===== src/rtl/div_pkg.sv =====
// Shared definitions for the pipeline stages: divider FSM encodings, widths and
// the level constants used on the start/annul/ready handshake.
package div_pkg;

  typedef enum logic [1:0] {
    DIV_FREE    = 2'd0,
    DIV_BY_ZERO = 2'd1,
    DIV_ON      = 2'd2,
    DIV_END     = 2'd3
  } div_state_e;

  localparam int         DATA_W     = 32;
  localparam int         RESULT_W   = 64;
  localparam logic [5:0] STEP_COUNT = 6'd32;

  localparam logic READY     = 1'b1;
  localparam logic NOT_READY = 1'b0;
  localparam logic START     = 1'b1;
  localparam logic STOP      = 1'b0;
  localparam logic ANNUL     = 1'b1;
  localparam logic NO_ANNUL  = 1'b0;

  function automatic logic [DATA_W-1:0] neg32(input logic [DATA_W-1:0] x);
    return ~x + 32'd1;
  endfunction

  // Magnitude of an operand: only negative values in signed mode are flipped.
  function automatic logic [DATA_W-1:0] magnitude(input logic is_signed,
                                                  input logic [DATA_W-1:0] x);
    return (is_signed && x[DATA_W-1]) ? neg32(x) : x;
  endfunction

endpackage


===== src/rtl/div.sv =====
// Iterative 32-bit restoring divider (signed/unsigned), one quotient bit per cycle,
// with execute-stage start/annul handshake and a registered {remainder, quotient} result.
module div
  import div_pkg::*;
(
  input  logic                clk,
  input  logic                rst,
  input  logic                signed_div_i,
  input  logic [DATA_W-1:0]   opdata1_i,
  input  logic [DATA_W-1:0]   opdata2_i,
  input  logic                start_i,
  input  logic                annul_i,
  output logic [RESULT_W-1:0] result_o,
  output logic                ready_o
);

  div_state_e        state;
  logic [5:0]        cnt;
  logic [DATA_W-1:0] rem_q;
  logic [DATA_W-1:0] quo_q;
  logic [DATA_W-1:0] dvs_q;
  logic              neg_quo_q;
  logic              neg_rem_q;

  logic [DATA_W:0]   partial;
  logic [DATA_W+1:0] diff;
  logic              no_borrow;
  logic [DATA_W-1:0] rem_step;
  logic [DATA_W-1:0] quo_step;
  logic [DATA_W-1:0] quo_final;
  logic [DATA_W-1:0] rem_final;

  // quo_q starts as the dividend magnitude and shifts left each step, feeding its
  // MSB into the partial remainder while the new quotient bit enters at the LSB.
  // NOTE: every signal driven here is assigned on every path, so no latch is inferred.
  always_comb begin
    partial   = {rem_q, quo_q[DATA_W-1]};
    diff      = {1'b0, partial} - {2'b00, dvs_q};
    no_borrow = ~diff[DATA_W+1];
    rem_step  = no_borrow ? diff[DATA_W-1:0] : partial[DATA_W-1:0];
    quo_step  = {quo_q[DATA_W-2:0], no_borrow};
  end

  assign quo_final = neg_quo_q ? neg32(quo_q) : quo_q;
  assign rem_final = neg_rem_q ? neg32(rem_q) : rem_q;

  // NOTE: all state uses non-blocking assignments so every register sees pre-edge values.
  always_ff @(posedge clk or posedge rst) begin
    if (rst) begin
      state     <= DIV_FREE;
      cnt       <= '0;
      rem_q     <= '0;
      quo_q     <= '0;
      dvs_q     <= '0;
      neg_quo_q <= 1'b0;
      neg_rem_q <= 1'b0;
      result_o  <= '0;
      ready_o   <= NOT_READY;
    end else begin
      case (state)
        DIV_FREE: begin
          if (start_i == START && annul_i == NO_ANNUL) begin
            cnt       <= '0;
            rem_q     <= '0;
            quo_q     <= magnitude(signed_div_i, opdata1_i);
            dvs_q     <= magnitude(signed_div_i, opdata2_i);
            neg_quo_q <= signed_div_i & (opdata1_i[DATA_W-1] ^ opdata2_i[DATA_W-1]);
            neg_rem_q <= signed_div_i & opdata1_i[DATA_W-1];
            state     <= (opdata2_i == '0) ? DIV_BY_ZERO : DIV_ON;
          end
        end
        DIV_BY_ZERO: begin
          if (annul_i == ANNUL) begin
            state <= DIV_FREE;
          end else begin
            state    <= DIV_END;
            result_o <= '0;
            ready_o  <= READY;
          end
        end
        DIV_ON: begin
          // A flush wins even on the cycle the last step would complete.
          if (annul_i == ANNUL) begin
            state <= DIV_FREE;
          end else if (cnt == STEP_COUNT) begin
            state    <= DIV_END;
            result_o <= {rem_final, quo_final};
            ready_o  <= READY;
          end else begin
            rem_q <= rem_step;
            quo_q <= quo_step;
            cnt   <= cnt + 6'd1;
          end
        end
        DIV_END: begin
          if (start_i == STOP) begin
            state    <= DIV_FREE;
            result_o <= '0;
            ready_o  <= NOT_READY;
          end
        end
        default: state <= DIV_FREE;
      endcase
    end
  end

endmodule


===== config.mk =====
export PLATFORM = sky130hd
export DESIGN_NAME = div
export DESIGN_NICKNAME = d
export VERILOG_FILES = /design/src/rtl/div_pkg.sv /design/src/rtl/div.sv
export SDC_FILE = /design/constraint.sdc
export NUM_CORES = 1
export LEC_CHECK = 0
export CAP_MARGIN = 25
export CORE_MARGIN = 2
export CORE_UTILIZATION = 55
export CTS_BUF_LIST = sky130_fd_sc_hd__clkbuf_16
export DETAILED_ROUTE_END_ITERATION = 16
export PLACE_DENSITY = 0.79
export SYNTH_ARGS = -nofsm -noshare
export SYNTH_HDL_FRONTEND = slang
export SYNTH_SLANG_ARGS = --single-unit

===== constraint.sdc =====
create_clock -name clk -period 11.5 [get_ports clk]
set_input_delay 1.15 -clock clk [delete_from_list [all_inputs] [get_ports clk]]
set_output_delay 1.15 -clock clk [all_outputs]
set_load 0.1 [all_outputs]

==> results of run 1 <==
==> final cells by class <==
class | count | area share (%)
multi-input combinational | 1085 | 49.1
sequential | 171 | 31.7
timing repair buffer | 145 | 10.6
clock buffer | 17 | 3.15
tap | 270 | 2.50
inverter | 57 | 1.62
clock inverter | 15 | 1.28
==> logic make-up (layout without fill, tap and decap cells) <==
kind of cell | Yosys count | in the layout | share of synthesized area [%]
buf+inv | 129 | 234 | 4.26
mux | 10 | 10 | 0.892
flops | 171 | 171 | 37.7
xor+xnor | 141 | 141 | 10.9
fa+ha+maj | 44 | 44 | 4.91
compound gates | 414 | 414 | 22.2
simple gates | 476 | 476 | 19.3
==> worst paths after layout <==
| check | slack, ns | start | cells past startpoint | endpoint |
|---|---|---|---|---|
| min reg2reg | 0.48 | result_o[51] | 2 | result_o[51] |
| min | 0.48 | result_o[51] | 2 | result_o[51] |
| max reg2reg | 7.43 | rem_q[13] | 9 | rem_q[12] |
| max | 7.43 | rem_q[13] | 9 | rem_q[12] |
| max in group asynchronous | 9.16 | rst | 3 | quo_q[1] |
| min in group asynchronous | 1.21 | rst | 2 | result_o[11] |
==> through the flow <==
step	cells	utilization, %
CTS	1759	66.6
finish	1760	66.7
floorplan	1385	-
global placement	1726	63.6
global route	1760	66.7
detailed placement	1727	63.6
==> worst register-to-register path, cell delays in order, from the launching register on <==
cell,delay (ns)
dfrtp_1,0.45
ha_1,0.43
a21oi_1,0.42
o21ai_1,0.17
or3_1,0.37
a211oi_1,0.33
nor4_1,0.14
o211a_1,0.37
nor2_2,0.86
o311ai_0,0.34
==> sequential cells by signal (all words and copies together) (netlist names), 2 cells and up <==
name      cells
cnt           6
result_o     64
quo_q        32
dvs_q        32
rem_q        32
state         2
==> layer usage <==
layer | up-vias | wire [µm] | track usage (%) | part of all wire [%]
li1 | 5102 | - | - | -
met1 | 4990 | 15100 | 44.6 | 50
met2 | 363 | 12700 | 40.0 | 42
met3 | 39 | 2140 | 4.54 | 7.1
met4 | 0 | 431 | 8.22 | 1.4
met5 | - | 0 | 0 | 0
==> where the power goes <==
group / total [mW] / leakage, nW / internal [mW] / switching, mW
clock network: 0.587 / 0.289 / 0.312 / 0.276
logic: 1.96 / 3.21 / 0.597 / 1.36
registers: 0.990 / 2.27 / 0.787 / 0.203
==> Yosys cell counts (11+ instances only) <==
master | n | area (µm²)
nor2_1 | 66 | 248
dfrtp_1 | 171 | 4280
xor2_1 | 86 | 753
nor4_1 | 11 | 68.8
nand4_1 | 25 | 156
nand3_1 | 23 | 115
a21oi_1 | 84 | 420
or3_1 | 21 | 131
nand2b_1 | 13 | 81.3
o21ai_0 | 183 | 916
o31ai_1 | 42 | 315
inv_1 | 56 | 210
nor3_1 | 26 | 130
o311ai_0 | 19 | 166
nand2_1 | 241 | 905
o41ai_1 | 17 | 149
clkbuf_1 | 63 | 236
xnor2_1 | 55 | 482
ha_1 | 43 | 538
o21a_1 | 11 | 82.6
==> impl_metrics.csv, run 1 <==
group,metric,value,unit
route,drt_iter0_drc,841,
route,vias_per_cell,5.96,
finish,final_common_cell,"nand2_1",
timing,setup_viol,0,
placement,dpl-instance-area,0.0129,mm²
grt,grt_max_degree,81,
floorplan,core_area,0.0202,mm²
finish,regArea,0.00428,mm²
yosys,synth_cells,1385,
floorplan,die_h,148,µm
finish,layout.nets,1590,
grt,grt_usage,28.3,%
timing,postLayoutSetupSlackWorst,7.43,ns
timing,grt_setup_unrepaired,"false",
grt,overflow,0,
floorplan,start_util,56.2,%
placement,dp_worst_setup_slack,7.49,ns
timing,slew_headroom,25.9,%
floorplan,pin_count,134,
pwr,cellPowerDensity,262,mW/mm²
route,vias,10494,
timing,fin_skew,0.0118,ns
setup_path,cp_max_fo,25,
route,ant_nets,0,
setup_path,crit_chain,"ha_1 -> a21oi_1 -> o21ai_1 -> or3_1 -> a211oi_1 -> nor4_1 -> o211a_1 -> nor2_2 -> o311ai_0",
placement,io_buffers,133,
pwr,vdd_drop_max,0.182,mV
floorplan,rows,52,
timing,hold_ws,0.475,ns
floorplan,die_area,0.0218,mm²
clock_network,root_buffer,"clkbuf_16",
finish,design_area,0.0135,mm²
yosys,synth-seq-cells,171,
timing,min_period,4.07,ns
grt,antenna_found_initial,0,
clock_network,cts_buffers,17,
timing,worst_pin_slew,1.10,ns
grt,grt_pass1_vias,9560,
clock_network,hold_buffers,0,
route,dr.pass1.iters,5,
yosys,synth_area_per_cell,8.21,µm²
setup_path,slowest_delay,0.86,ns
flow_run,cap_violations,0,
setup_path,startpoint_type,"flip-flop",
yosys,synth_ff_type,"dfrtp_1",
yosys,yosysSeqAreaShare,37.7,%
setup_path,crit_arrival,4.31,ns
finish,multiInputGateArea,0.00662,mm²
pwr,p_leak,5.77,nW
clock_network,clock_sinks,171,
pwr,power.total,3.54,mW
yosys,syn-num-nets,1498,
finish,nFillCells,1734,
clock_network,post_cts_buffers,0,
clock_network,clk-insertion-delay-late,0.44,ns
clock_network,cts_resized,0,
timing,final_max_slew_viol_count,0,
route,wirelength,30300,µm
route,drc,0,
yosys,synthArstFlopShare,100,%
setup_path,crit_slowest_cell,"nor2_2",
placement,globalplace.congestion,0.973,
yosys,synth_cell_types,60,
setup_path,end_kind,"flip-flop",
yosys,ys_warn_count,0,
setup_path,crit_family,"compound AO/OA/AOI/OAI gates",
setup_path,cp_data_required_time,11.74,ns
worst_hold_path,min_path_type,"reg -> reg",
clock_network,clockBufferDepth,2,
placement,dp_hpwl,22400,µm
setup_path,path_class,"reg -> reg",
timing,fin_crit_sh,35.4,%
timing,hold_viol,0,
run_status,status,"finished clean",
clock_network,cts_tree,"built",
route,wl_per_cell,17.2,µm
finish,syn_to_final_growth,18.7,%
finish,antennaDiodeCount,0,
timing,setup-tns-final,0,ns
clock_network,htree_num_levels,4,
clock_network,clk_pin_slew,0.07,ns
grt,grt_pass1_wl,49800,µm
finish,layout_common_cells,"nand2_1 (241), o21ai_0 (183), dfrtp_1 (171)",
finish,drive_above_1_share,4.09,%
yosys,netlist_area,0.0114,mm²
yosys,synth_edf_count,0,
floorplan,fp.dieW,148,µm
setup_path,path_buf_inv,0,
timing,fmax,246,MHz
Note: power is estimated with default switching activity, not from simulation.
==> inputs of run 2 (changes only) <==
CORE_UTILIZATION = 52   (was 55)
PLACE_DENSITY = 0.78   (was 0.79)
clock period = 3.3 ns   (was 11.5 ns; I/O delays follow)
==> run 2 against run 1 <==
Combinational power grew to 3.6 times the previous value. Sequential cell count stayed put. Setup slack worse by 7.2 ns. Register-to-register slack worse by 7.2 ns. Clock power grew to 3.4 times the previous value. Total power grew to 3.5 times the previous value. Count of clock-buffer cells in the layout stayed put. Critical path depth is 3 higher. Routed wire length is 3.3% higher. Final cell count is 3.2% higher. Core utilization is 2.3 points lower. Largest power group unchanged.
==> impl_metrics.csv, run 2 (synthesized netlist as in run 1, its figures left out) <==
group,metric,value,unit
floorplan,rows,54,
route,drc,0,
floorplan,die_h,152,µm
route,wirelength,31300,µm
pwr,p_leak,6.01,nW
flow_run,cap_violations,0,
route,vias_per_cell,5.92,
grt,overflow,0,
run_status,status,"finished clean",
finish,design_area,0.0139,mm²
clock_network,clk_pin_slew,0.08,ns
clock_network,post_cts_buffers,0,
timing,slew_headroom,34.2,%
route,wl_per_cell,17.2,µm
timing,hold_viol,0,
clock_network,cts_resized,0,
route,ant_nets,0,
clock_network,root_buffer,"clkbuf_16",
finish,nFillCells,1856,
finish,regMostFlops,"result_o",
finish,antennaDiodeCount,0,
setup_path,startpoint_type,"flip-flop",
placement,dpl-instance-area,0.0133,mm²
setup_path,path_class,"reg -> reg",
timing,setup_viol,0,
placement,globalplace.congestion,0.947,
timing,min_period,3.12,ns
finish,syn_to_final_growth,22.4,%
setup_path,end_kind,"flip-flop",
grt,antenna_found_initial,0,
timing,setup-tns-final,0,ns
timing,hold_ws,0.403,ns
clock_network,clock_sinks,171,
timing,fin_crit_sh,94.5,%
grt,grt_pass1_wl,50800,µm
grt,grt_pass1_vias,9932,
floorplan,fp.dieW,152,µm
clock_network,hold_buffers,0,
clock_network,clockBufferDepth,2,
floorplan,die_area,0.0231,mm²
floorplan,pin_count,134,
finish,layout_common_cells,"nand2_1 (241), o21ai_0 (183), dfrtp_1 (171)",
timing,final_max_slew_viol_count,0,
finish,final_common_cell,"nand2_1",
clock_network,cts_tree,"built",
timing,grt_setup_unrepaired,"false",
finish,regArea,0.00428,mm²
finish,largest_register_ffs,64,
finish,layout.nets,1636,
finish,multiInputGateArea,0.00664,mm²
clock_network,clk-insertion-delay-late,0.44,ns
finish,utilization,64.3,%
clock_network,htree_num_levels,4,
placement,io_buffers,133,
grt,grt_max_degree,63,
timing,fmax,321,MHz
clock_network,cts_buffers,17,
floorplan,core_area,0.0216,mm²
setup_path,crit_arrival,3.44,ns
worst_hold_path,min_path_type,"in -> async",
setup_path,cp_data_required_time,3.62,ns
route,dr.pass1.iters,8,
timing,worst_pin_slew,0.984,ns
route,vias,10747,
grt,grt_usage,26.9,%
timing,fin_skew,0.0114,ns
pwr,vdd_drop_max,0.463,mV
floorplan,start_util,52.6,%
finish,drive_above_1_share,7.23,%
setup_path,cp_max_fo,4,
route,drt_iter0_drc,956,
placement,dp_hpwl,24000,µm
pwr,cellPowerDensity,903,mW/mm²
[run 2: cell type report]
cell class / count / share of cell area [%]
Clock inverter: 15 / 1.08
Tap cell: 280 / 2.52
Clock buffer: 17 / 3.06
Inverter: 57 / 1.57
Timing Repair Buffer: 191 / 13.2
Sequential cell: 171 / 30.8
Multi-Input combinational cell: 1085 / 47.8
[run 2: worst paths after layout]
| path | cells past startpoint | slack (ns) | endpoint | start |
|---|---|---|---|---|
| max in group asynchronous | 3 | 2.18 | rem_q[14] | rst |
| max reg2reg | 12 | 0.18 | rem_q[28] | quo_q[31] |
| max | 12 | 0.18 | rem_q[28] | quo_q[31] |
| min reg2reg | 2 | 0.48 | dvs_q[10] | dvs_q[10] |
| min | 2 | 0.40 | result_o[11] | rst |
| min in group clk | 2 | 0.48 | dvs_q[10] | dvs_q[10] |
[run 2: through the flow]
| step | power (mW) | instances | setup slack (ns) |
|---|---|---|---|
| after CTS | 12.5 | 1816 | 0.136 |
| after global placement | 10.3 | 1784 | 0.211 |
| final | 12.6 | 1816 | 0.181 |
| after detailed placement | 10.5 | 1784 | 0.0388 |
| after floorplan | 8.43 | 1385 | 0.273 |
| after global routing | 13.4 | 1816 | 0.0225 |
[run 2: report_power, final]
group | internal, mW | leakage, nW | total (mW) | switching, mW
Combinational | 2.31 | 3.46 | 7.14 | 4.84
Sequential | 2.74 | 2.27 | 3.43 | 0.684
Clock | 1.01 | 0.278 | 1.98 | 0.977
[run 2: metal layers]
metal	vias to the layer above	track usage (%)	wire, µm	share of wire (%)
li1	5211	-	-	-
met1	5027	41.5	14900	48
met2	457	38.8	13100	42
met3	52	4.16	2730	8.7
met4	0	8.23	565	1.8
met5	-	0	0	0
[run 2: worst max-delay path, cell delays in order, from the launching register on]
cell       delay, ns
dfrtp_1         0.38
inv_1           0.12
ha_1            0.20
inv_1           0.07
fa_1            0.44
a211oi_2        0.30
nor4b_2         0.12
o2111ai_1       0.31
a211oi_1        0.20
or3_1           0.38
a311o_1         0.31
nand4_1         0.09
o211ai_1        0.08
